`src/rtl/board_row_fetch.sv`:
```
// Fetches one board row from RAM, overlays the falling piece and publishes it
// through a double-buffered row register with a one-cycle rowReady pulse.
module board_row_fetch #(
  parameter int BOARD_W = 10,
  parameter int BOARD_H = 20,
  parameter int CELL_W  = 16,
  parameter int ADDR_W  = 8,
  parameter int RD_LAT  = 1
) (
  input  logic                      Clk,
  input  logic                      reset_n,
  input  logic                      LD_Row,
  input  logic [7:0]                rowNum,
  input  logic                      piece_valid,
  input  logic [15:0]               piece_x,
  input  logic [19:0]               piece_y,
  input  logic [CELL_W-1:0]         piece_color,
  output logic                      mem_rd,
  output logic [ADDR_W-1:0]         mem_addr,
  input  logic [CELL_W-1:0]         mem_data,
  output logic [CELL_W*BOARD_W-1:0] Row,
  output logic                      rowReady,
  output logic                      busy
);

  localparam int COL_W = $clog2(BOARD_W);

  typedef enum logic [1:0] {IDLE, ISSUE, DRAIN, COMMIT} state_t;

  state_t              state_q;
  logic                ldPrev_q;
  logic                pendValid_q;
  logic [7:0]          pendRow_q;
  logic [7:0]          rowIdx_q;
  logic                oor_q;
  logic                pieceValid_q;
  logic [15:0]         pieceX_q;
  logic [19:0]         pieceY_q;
  logic [CELL_W-1:0]   pieceColor_q;
  logic [COL_W-1:0]    issueCnt_q;
  logic [1:0]          drainCnt_q;
  logic                memRd_q;
  logic [ADDR_W-1:0]   memAddr_q;
  logic                rowReady_q;
  logic                busy_q;
  logic                pipeValid_q [RD_LAT];
  logic [COL_W-1:0]    pipeCol_q   [RD_LAT];
  logic [CELL_W-1:0]   back_q      [BOARD_W];
  logic [CELL_W-1:0]   back_d      [BOARD_W];
  logic [CELL_W-1:0]   front_q     [BOARD_W];

  logic                req;
  logic                startFetch;
  logic [7:0]          startRow;
  logic                startOor;
  logic [ADDR_W-1:0]   startAddr;
  logic                capEn;
  logic [COL_W-1:0]    capCol;
  logic                overlayHit;
  logic [CELL_W-1:0]   capWord;

  // A fresh request in COMMIT wins over the pending slot since it is newer.
  assign req        = LD_Row && !ldPrev_q;
  assign startFetch = ((state_q == IDLE) && req) ||
                      ((state_q == COMMIT) && (req || pendValid_q));
  assign startRow   = ((state_q == COMMIT) && !req) ? pendRow_q : rowNum;
  assign startOor   = (startRow >= 8'(BOARD_H));
  assign startAddr  = ADDR_W'(32'(startRow) * BOARD_W);

  assign capEn  = pipeValid_q[RD_LAT-1];
  assign capCol = pipeCol_q[RD_LAT-1];

  always_comb begin
    overlayHit = 1'b0;
    for (int k = 0; k < 4; k++) begin
      if (pieceValid_q && (pieceX_q[4*k +: 4] == 4'(capCol)) &&
          ({3'b000, pieceY_q[5*k +: 5]} == rowIdx_q)) begin
        overlayHit = 1'b1;
      end
    end
  end

  assign capWord = oor_q ? '0 : (overlayHit ? pieceColor_q : mem_data);

  // The last column lands on the same edge that commits, so commit copies back_d.
  always_comb begin
    for (int c = 0; c < BOARD_W; c++) begin
      back_d[c] = back_q[c];
    end
    if (capEn) begin
      back_d[capCol] = capWord;
    end
  end

  always_ff @(posedge Clk) begin
    if (!reset_n) begin
      state_q      <= IDLE;
      ldPrev_q     <= 1'b0;
      pendValid_q  <= 1'b0;
      pendRow_q    <= '0;
      rowIdx_q     <= '0;
      oor_q        <= 1'b0;
      pieceValid_q <= 1'b0;
      pieceX_q     <= '0;
      pieceY_q     <= '0;
      pieceColor_q <= '0;
      issueCnt_q   <= '0;
      drainCnt_q   <= '0;
      memRd_q      <= 1'b0;
      memAddr_q    <= '0;
      rowReady_q   <= 1'b0;
      busy_q       <= 1'b0;
      for (int i = 0; i < RD_LAT; i++) begin
        pipeValid_q[i] <= 1'b0;
        pipeCol_q[i]   <= '0;
      end
      for (int c = 0; c < BOARD_W; c++) begin
        back_q[c]  <= '0;
        front_q[c] <= '0;
      end
    end else begin
      ldPrev_q <= LD_Row;
      for (int c = 0; c < BOARD_W; c++) begin
        back_q[c] <= back_d[c];
      end

      pipeValid_q[0] <= (state_q == ISSUE);
      pipeCol_q[0]   <= issueCnt_q;
      for (int i = 1; i < RD_LAT; i++) begin
        pipeValid_q[i] <= pipeValid_q[i-1];
        pipeCol_q[i]   <= pipeCol_q[i-1];
      end

      if (startFetch) begin
        pendValid_q <= 1'b0;
      end else if (req && (state_q != IDLE)) begin
        pendValid_q <= 1'b1;
        pendRow_q   <= rowNum;
      end

      if (startFetch) begin
        state_q      <= ISSUE;
        rowIdx_q     <= startRow;
        oor_q        <= startOor;
        pieceValid_q <= piece_valid;
        pieceX_q     <= piece_x;
        pieceY_q     <= piece_y;
        pieceColor_q <= piece_color;
        issueCnt_q   <= '0;
        memRd_q      <= !startOor;
        memAddr_q    <= startAddr;
        busy_q       <= 1'b1;
        rowReady_q   <= 1'b0;
      end else begin
        case (state_q)
          ISSUE: begin
            if (issueCnt_q == COL_W'(BOARD_W - 1)) begin
              state_q    <= DRAIN;
              drainCnt_q <= '0;
              memRd_q    <= 1'b0;
            end else begin
              issueCnt_q <= issueCnt_q + 1'b1;
              memAddr_q  <= memAddr_q + 1'b1;
            end
          end
          DRAIN: begin
            if (drainCnt_q == 2'(RD_LAT - 1)) begin
              state_q    <= COMMIT;
              rowReady_q <= 1'b1;
              for (int c = 0; c < BOARD_W; c++) begin
                front_q[c] <= back_d[c];
              end
            end else begin
              drainCnt_q <= drainCnt_q + 1'b1;
            end
          end
          COMMIT: begin
            state_q    <= IDLE;
            rowReady_q <= 1'b0;
            busy_q     <= 1'b0;
          end
          default: ;
        endcase
      end
    end
  end

  always_comb begin
    Row = '0;
    for (int c = 0; c < BOARD_W; c++) begin
      Row[c*CELL_W +: CELL_W] = front_q[c];
    end
  end

  assign mem_rd   = memRd_q;
  assign mem_addr = memAddr_q;
  assign rowReady = rowReady_q;
  assign busy     = busy_q;

endmodule

```
`config.mk`:
```
export PLATFORM = sky130hd
export DESIGN_NAME = board_row_fetch
export DESIGN_NICKNAME = d
export VERILOG_FILES = /design/src/rtl/board_row_fetch.sv
export SDC_FILE = /design/constraint.sdc
export NUM_CORES = 1
export LEC_CHECK = 0
export ABC_AREA = 1
export BUFFER_PORTS_ARGS = -buffer_cell sky130_fd_sc_hd__buf_2
export CAP_MARGIN = 20
export CORE_MARGIN = 5
export CORE_UTILIZATION = 43
export DETAILED_ROUTE_END_ITERATION = 8
export PLACE_DENSITY = 0.67
export SYNTH_ARGS = -nofsm -noshare
export SYNTH_HDL_FRONTEND = slang
export SYNTH_SLANG_ARGS = --single-unit
export TNS_END_PERCENT = 1
```
`constraint.sdc`:
```
create_clock -name Clk -period 35.4 [get_ports Clk]
set_clock_uncertainty 0.15 [all_clocks]
set_input_delay 8.85 -clock Clk [delete_from_list [all_inputs] [get_ports Clk]]
set_output_delay 8.85 -clock Clk [all_outputs]
set_load 0.005 [all_outputs]
```
# After elaboration in Yosys (flattened, before gate mapping)
# Memory sizes are Yosys's and may differ from the RTL's.
# Cells that the tools add are included.
op_classes:
  addsub: 3
  mul: 1
  magnitude_cmp: 3
  eq_ne: 18
  muxes: 59
  bitwise_logic: 24
  reduce_logical: 40
ops:
  columns: ["operator", "n"]
  rows:
  - ["$mux 16", 23]
  - ["$bwmux 160", 1]
  - ["$mux 160", 1]
  - ["$demux 16 s4", 1]
  - ["$eq 5x8->1", 4]
  - ["$mux 8", 4]
  - ["$mux 1", 21]
  - ["$or 1x1->1", 20]
  - ["$eq 4x4->1", 4]
  - ["$logic_and 1x1->1", 14]
  - ["$reduce_bool 2->1", 6]
  - ["$reduce_and 2->1", 5]
  - ["$add 8x1->8 const B", 1]
  - ["$ge 8x5->1 const B", 1]
  - ["$mul 8x3->7 const B", 1]
  - ["$mux 2", 4]
  - ["$ne 2x2->1 const B", 3]
  - ["$pmux 2 s3", 1]
  - ["$reduce_and 3->1", 2]
  - ["$ge 5x5->1 const B", 1]
  - ["$lt 5x1->1 const B", 1]
  - ["$not 4->5", 1]
  - ["$add 4x1->4 const B", 1]
  - ["$eq 2x2->1 const B", 2]
  - ["19 further kinds", 25]
word_totals:
  ff_bits: 91
  ramBits: 325
  input_bits: 80
  output_inout_bits: 171
  elab_cells: 170
  n_memories: 4
memory_table:
  columns: ["name", "depth", "word_bits", "rd", "rd_ports_with_merged_regs", "write_ports", "line_no", "text"]
  rows:
  - ["back_q", 10, 16, 10, 0, 10, "48", "logic [CELL_W-1:0] back_q [BOARD_W];"]
  - ["front_q", 10, 16, 10, 0, 10, "50", "logic [CELL_W-1:0] front_q [BOARD_W];"]
  - ["pipeCol_q", 1, 4, 1, 0, 1, "47", "logic [COL_W-1:0] pipeCol_q [RD_LAT];"]
  - ["pipeValid_q", 1, 1, 1, 0, 1, "46", "logic pipeValid_q [RD_LAT];"]

# Depth between registers and ports, before layout
# Gate-level depths: netlist of run 1.
# An unclocked memory read counts as a cell.
logic_depth:
  depth_word: 13
  depth_mapped: 16
  depth_no_buf: 14

# Worst setup path before layout of run 1
# OpenSTA, ideal clock, no wires.
synth_path:
  path_type: "input to register"
  startpoint: "in LD_Row"
  endpoint: "mem front_q[0][0] (enable)"
  setup_ns: 0.901
  arrival_ns: 20.769
  required_ns: 34.349
  slack_ns: 13.580
  cell_stages: 7
  n_path_buf: 1
  cell_sequence: "inv_1 > or2_1 > inv_1 > o21ai_2 > inv_2 > clkbuf_1 > o21ai_0"
synth_lines:
  columns: ["element", "line_no", "text"]
  rows:
  - ["start, declared", "12", "input logic LD_Row,"]
  - ["end, declared", "50", null]

==> results of run 1 <==
[final cells by class]
type	count	area, sq um
fill	3620	18700
sequential	416	9930
multi-input combinational	1278	5990
timing repair buffer	263	1430
clock buffer	58	1180
tap	518	648
inverter	110	415
clock inverter	24	254
[layout by cell type, fill, tap and decap left out, drive strengths merged]
cell type / synthesis / final
nor2: 413 / 413
clkinv: 1 / 16
xnor2: 5 / 5
clkinvlp: 0 / 3
fa: 1 / 1
nand4: 4 / 4
buf: 22 / 263
dfxtp: 256 / 256
nor3: 4 / 4
o21a: 2 / 2
nand3: 48 / 48
nand2: 444 / 444
mux2: 2 / 2
a21o: 1 / 1
inv: 109 / 111
bufinv: 0 / 4
clkbuf: 75 / 58
edfxtp: 160 / 160
ha: 15 / 15
xor2: 14 / 14
a21oi: 66 / 66
a211oi: 2 / 2
or2: 164 / 164
o21ai: 88 / 88
a31oi: 2 / 2
o22ai: 3 / 3
[sequential cells by signal (all words and copies together), names as in the netlist]
name,count
front_q,160
rowIdx_q,8
rowReady,1
pipeCol_q,4
pendValid_q,1
drainCnt_q,2
pieceX_q,16
mem_rd,1
issueCnt_q,4
ldPrev_q,1
back_q,160
busy,1
pendRow_q,8
pieceValid_q,1
pipeValid_q,1
pieceColor_q,16
pieceY_q,20
mem_addr,8
oor_q,1
state_q,2
[stage by stage]
stage	util, %	instance area, sq um	cells	hold WS (ns)
6_report	51.5	19900	2667	0.300
5_1_grt	51.5	19900	2667	0.325
4_1_cts	51.2	19700	2661	0.307
3_5_place_dp	47.5	18300	2579	0.298
3_3_place_gp	47.5	18300	2579	0.289
2_1_floorplan	-	16700	1901	0.270
[synth_stat cells, types with 3 or more instances]
library cell	number
nand2_1	442
nor2_1	412
dfxtp_1	256
or2_2	163
edfxtp_1	160
inv_1	101
o21ai_0	83
clkbuf_1	75
a21oi_1	66
nand3_1	32
ha_1	15
xor2_1	14
buf_4	11
nand3_4	10
inv_2	8
buf_2	7
nand3_2	6
xnor2_1	5
buf_1	4
nand4_1	4
nor3_1	4
o21ai_1	4
o22ai_1	3
[kinds of logic (layout without fill, tap and decap cells)]
family	Yosys count	count (layout)	share of synthesized area [%]
multiplexers	2	2	0.135
AO/OA/AOI/OAI	164	164	5.05
AND/OR/NAND/NOR	1077	1077	28.2
adder cells (fa/ha/maj)	16	16	1.24
XOR/XNOR	19	19	0.997
buffers and inverters	207	455	4.95
flip-flops	416	416	59.5
[per-layer routing]
layer  vias to the layer above  global-route usage [%]
met5                         -                   0.556
met4                         0                    6.61
met3                        84                    4.18
met2                       412                    31.8
met1                      6013                    27.3
li1                       6414                       -
[tightest hold or removal path: stages (launching register included)]
cell	delay (ns)
dfxtp_1	0.29
inv_1	0.05
a21oi_1	0.05
[power breakdown]
part / switching, uW / internal (uW)
Combinational: 177 / 75.1
Clock: 190 / 267
Sequential: 29.3 / 560
[worst min-delay path by stage]
| stage | cells after the start | to |
|---|---|---|
| 6_report | 2 | pendRow_q[7]$_SDFFE_PN0P_ |
| 5_1_grt | 2 | pipeCol_q[0][3]$_SDFF_PN0_ |
| 4_1_cts | 2 | pieceColor_q[9]$_SDFFE_PN0P_ |
| 3_5_place_dp | 2 | pipeCol_q[0][2]$_SDFF_PN0_ |
| 3_3_place_gp | 2 | pipeCol_q[0][2]$_SDFF_PN0_ |
| 2_1_floorplan | 2 | pipeCol_q[0][2]$_SDFF_PN0_ |
==> results.json, run 1 <==
{
  "synth-edff-count": 160,
  "hpwl_microns": 28500,
  "drive_above_1_share_pct": 24.8,
  "worst_pin_slew_ns": 1.04,
  "routed_via_density": 4.85,
  "synthFlopType": "dfxtp_1",
  "syn_inst": 1901,
  "antenna_cells": 0,
  "track_usage_pct": 20.0,
  "hold_class": "reg -> reg",
  "ir_drop_mv": 0.0425,
  "rsz0062_at_grt": "false",
  "tns_ns": 0,
  "setup_viol": 0,
  "powerDensity_nw_per_um2": 65.4,
  "hold_viol_final": 0,
  "avgRoutedWirePerCell_microns": 16.5,
  "yosys_register_bits": 416,
  "cp-end-kind": "flip-flop",
  "num_rows": 72,
  "r2r_end": "front_q[8][13]$_SDFFCE_PN0P_",
  "die-height_microns": 207,
  "cts_hold_buf": 0,
  "postRouteAntennaNets": 0,
  "timing.fmax_ghz": 0.0809,
  "worstSetupPathType": "in -> reg",
  "ctsLongestPathBuffers": 3,
  "r2r_start": "state_q[0]$_SDFFE_PN0P_",
  "relSlewSlack_pct": 31.0,
  "clockRootBuffer": "clkbuf_16",
  "cp-endpoint": "front_q[8][13]$_SDFFCE_PN0P_",
  "setup_ws_ns": 23.04,
  "fp.coreArea_sq_um": 38600,
  "period_share_pct": 34.9,
  "dr_wl_met2_microns": 20100,
  "ys_types": 34,
  "drv_slew": 0,
  "synth_area_per_cell_sq_um": 8.78,
  "synth_top_area_share_pct": 30.7,
  "max_stage_delay_ns": 0.72,
  "num_vias": 12900,
  "worst_ep_required_time_ns": 35.64,
  "cts_resized": 0,
  "ys_seq_area_share_pct": 59.5,
  "netlist_area_sq_um": 16700,
  "wl_met1_microns": 19200,
  "grt_start_max_net_pins": 161,
  "drc": 0,
  "cp.arrival_ns": 12.60,
  "htree_num_levels": 2,
  "start_util_pct": 43.3,
  "cts_buffers": 44,
  "yosys.area.top_type": "dfxtp_1",
  "cp_cell_sequence": "buf_2, inv_1, or2_1, o21ai_1, o21ai_4, buf_4, inv_2, nor2_2, nand3_4, buf_4, buf_16, nor2_1",
  "grt_antenna_before_repair": 0,
  "fin_crit_ns": 12.36,
  "r2r_cells": 12,
  "cp_slowest_cell": "buf_4",
  "drt_iter0_drc": 831,
  "grt_first_pass_wirelength_microns": 69300,
  "total_power_uw": 1300,
  "yosys_warnings": 0,
  "critPathTopFamily": "buffers and inverters",
  "top_layer_used": "met4",
  "routed_wl_microns": 43900,
  "met3WireLength_microns": 3110,
  "cts.sinks": 416,
  "syn2layout_area_growth_pct": 18.9,
  "synth_nets": 1997,
  "outcome": "finished clean",
  "post-place-ws_ns": 22.55,
  "cts_tree": "yes",
  "synthTopCellsByArea": "dfxtp_1, edfxtp_1, nand2_1, nor2_1, or2_2",
  "drv_cap": 0,
  "cp_num_cells": 12,
  "startpoint": "LD_Row",
  "portBuffers": 250,
  "die_area_sq_um": 42900,
  "firstDrtPassIters": 5,
  "cts_setup_buffers": 0,
  "gp_congestion": 0.849,
  "fp.dieW_microns": 207,
  "final_nets": 2209,
  "path_max_fanout": 115,
  "ff2ff_setup_slack_ns": 30.90,
  "min-delay-start": "pendRow_q[7]$_SDFFE_PN0P_",
  "async_flop_share_pct": 0,
  "ios": 251,
  "crit_top_cell": "buf_4",
  "clk_pin_slew_worst_paths_ns": 0.06,
  "cp-start-kind": "input pin",
  "first_global_vias": 12600,
  "critPathBufInv": 6,
  "grt.overflow.total": 0,
  "clkLatencyLatePin_ns": 0.55,
  "leakage_uw": 0.00866
}
Note: power is estimated with default switching activity, not from simulation.
==> run 2, diff against run 1 <==
--- a/config.mk
+++ b/config.mk
@@ -11,7 +11,7 @@
 export CORE_MARGIN = 5
 export CORE_UTILIZATION = 43
 export DETAILED_ROUTE_END_ITERATION = 8
-export PLACE_DENSITY = 0.67
+export PLACE_DENSITY = 0.69
 export SYNTH_ARGS = -nofsm -noshare
 export SYNTH_HDL_FRONTEND = slang
 export SYNTH_SLANG_ARGS = --single-unit
==> constraint.sdc (replaced) <==
create_clock -name Clk -period 9.9 [get_ports Clk]
set_clock_uncertainty 0.15 [all_clocks]
set_input_delay 2.475 -clock Clk [delete_from_list [all_inputs] [get_ports Clk]]
set_output_delay 2.475 -clock Clk [all_outputs]
set_load 0.005 [all_outputs]
==> run 2 against run 1 <==
Cell count hardly changed. Hold slack better by 0.0011 ns. Non-clock buffer count stayed put. Sequential cell count stayed put. Combinational power grew to 3.6 times the previous value. Routed wire length is 0.88% lower. Final area is 0.14% lower. Largest cell class unchanged.
==> results.json, run 2 (synthesis gave the netlist of run 1 again) <==
{
  "outcome": "finished clean",
  "worst_ep_required_time_ns": 10.15,
  "ctsLongestPathBuffers": 3,
  "max_stage_delay_ns": 0.58,
  "hpwl_microns": 28100,
  "path_max_fanout": 94,
  "powerDensity_nw_per_um2": 233,
  "fp.coreArea_sq_um": 38600,
  "num_vias": 12900,
  "track_usage_pct": 19.8,
  "relSlewSlack_pct": 32.2,
  "routed_wl_microns": 43500,
  "antenna_cells": 0,
  "finalInstanceArea_sq_um": 19800,
  "cts.sinks": 416,
  "cp_cell_sequence": "buf_2, buf_4, inv_4, nor2_2, nand3_4, buf_4, buf_16, nor2_1",
  "drv_cap": 0,
  "comb_power_share_pct": 19.6,
  "drt_iter0_drc": 791,
  "layout_commonest_cell": "nand2_1",
  "final_nets": 2209,
  "cp.arrival_ns": 5.53,
  "rsz0062_at_grt": "false",
  "clkLatencyLatePin_ns": 0.56,
  "grt_antenna_before_repair": 0,
  "firstDrtPassIters": 5,
  "r2r_start": "state_q[1]$_SDFFE_PP0P_",
  "grt_first_pass_wirelength_microns": 68600,
  "period_share_pct": 53.3,
  "cp-end-kind": "flip-flop",
  "min-delay-start": "pieceColor_q[13]$_SDFFE_PN0P_",
  "crit_top_cell": "buf_4",
  "cts_setup_buffers": 0,
  "die_area_sq_um": 42900,
  "avgRoutedWirePerCell_microns": 16.3,
  "p_seq_share_pct": 45.6,
  "cp-start-kind": "input pin",
  "largestRegisters": "back_q x160, front_q x160, pieceY_q x20",
  "grt_start_max_net_pins": 161,
  "routed_via_density": 4.83,
  "leakage_uw": 0.00864,
  "cts_resized": 0,
  "power.switching_uw": 1400,
  "cts_buffers": 44,
  "p_int_uw": 3220,
  "ff2ff_setup_slack_ns": 6.49,
  "tns_ns": 0,
  "clockPowerShare_pct": 34.8,
  "gp_congestion": 0.883,
  "cp_slowest_cell": "nand3_4",
  "cts_hold_buf": 0,
  "postRouteAntennaNets": 0,
  "grt.overflow.total": 0,
  "num_rows": 72,
  "worst_pin_slew_ns": 1.02,
  "timing.fmax_ghz": 0.189,
  "fp.dieW_microns": 207,
  "clockRootBuffer": "clkbuf_16",
  "clk_pin_slew_worst_paths_ns": 0.06,
  "htree_num_levels": 2,
  "startpoint": "reset_n",
  "drc": 0,
  "final_cell_mix": "nand2_1, nor2_1, dfxtp_1",
  "placed_area_sq_um": 18300,
  "die-height_microns": 207,
  "cts_tree": "yes",
  "fin_crit_ns": 5.28,
  "switching_share_pct": 30.4,
  "ir_drop_mv": 0.135,
  "ios": 251,
  "start_util_pct": 43.3,
  "drive_above_1_share_pct": 24.5,
  "hold_class": "reg -> reg",
  "hold_viol_final": 0,
  "syn2layout_area_growth_pct": 18.7,
  "drv_slew": 0,
  "setup_viol": 0,
  "worstSetupPathType": "in -> reg",
  "portBuffers": 250,
  "first_global_vias": 12400
}
## run 2: cell types whose count changed in the layout (fill, tap and decap cells not counted), moves of 2 or more
cell and change:
clkinv_2 -5, clkbuf_1 +4, clkbuf_8 +3, clkinvlp_4 -3, bufinv_16 -2, clkbuf_16 +2
## run 2: critical path: cells and delay by family
family	cells	cell delay [ns]
simple gates	3	1.16
buf+inv	5	1.81
## run 2: final timing paths
kind,endpoint,depth (start not counted)
setup / recovery,front_q[8][15]$_SDFFCE_PN0P_,8
hold / removal,pieceColor_q[13]$_SDFFE_PN0P_,2
setup reg to reg,front_q[8][15]$_SDFFCE_PN0P_,11
hold reg to reg,pieceColor_q[13]$_SDFFE_PN0P_,2
## run 2: cell type report
cell class	count	area (sq um)
Inverter	110	415
Fill cell	3630	18700
Timing Repair Buffer	263	1420
Multi-Input combinational cell	1278	5990
Clock inverter	13	126
Tap cell	518	648
Clock buffer	67	1290
Sequential cell	416	9930
## run 2: routing by layer
layer | GRT usage [%] | wire length (microns) | up-vias
met1 | 27.1 | 19500 | 6011
met2 | 31.8 | 20100 | 383
li1 | - | - | 6417
met4 | 5.38 | 996 | 0
met5 | 0 | 0 | -
met3 | 4.58 | 2970 | 57
## run 2: power groups by stage
stage / Combinational (uW) / Clock [uW] / Sequential (uW)
after floorplan: 521 / 0 / 2130
after global routing: 998 / 1720 / 2120
after CTS: 910 / 1650 / 2110
final: 905 / 1610 / 2110
after detailed placement: 904 / 0 / 2140
after global placement: 887 / 0 / 2140
## run 2: per-stage QoR
stage	setup slack [ns]	hold slack [ns]	cells	total power, uW	util [%]
after floorplan	1.87	0.270	1901	2650	-
after global placement	3.95	0.290	2578	3030	47.4
after detailed placement	3.84	0.296	2578	3050	47.4
after CTS	4.44	0.299	2658	4660	51.1
after global routing	4.34	0.328	2665	4840	51.4
final	4.62	0.301	2665	4620	51.4
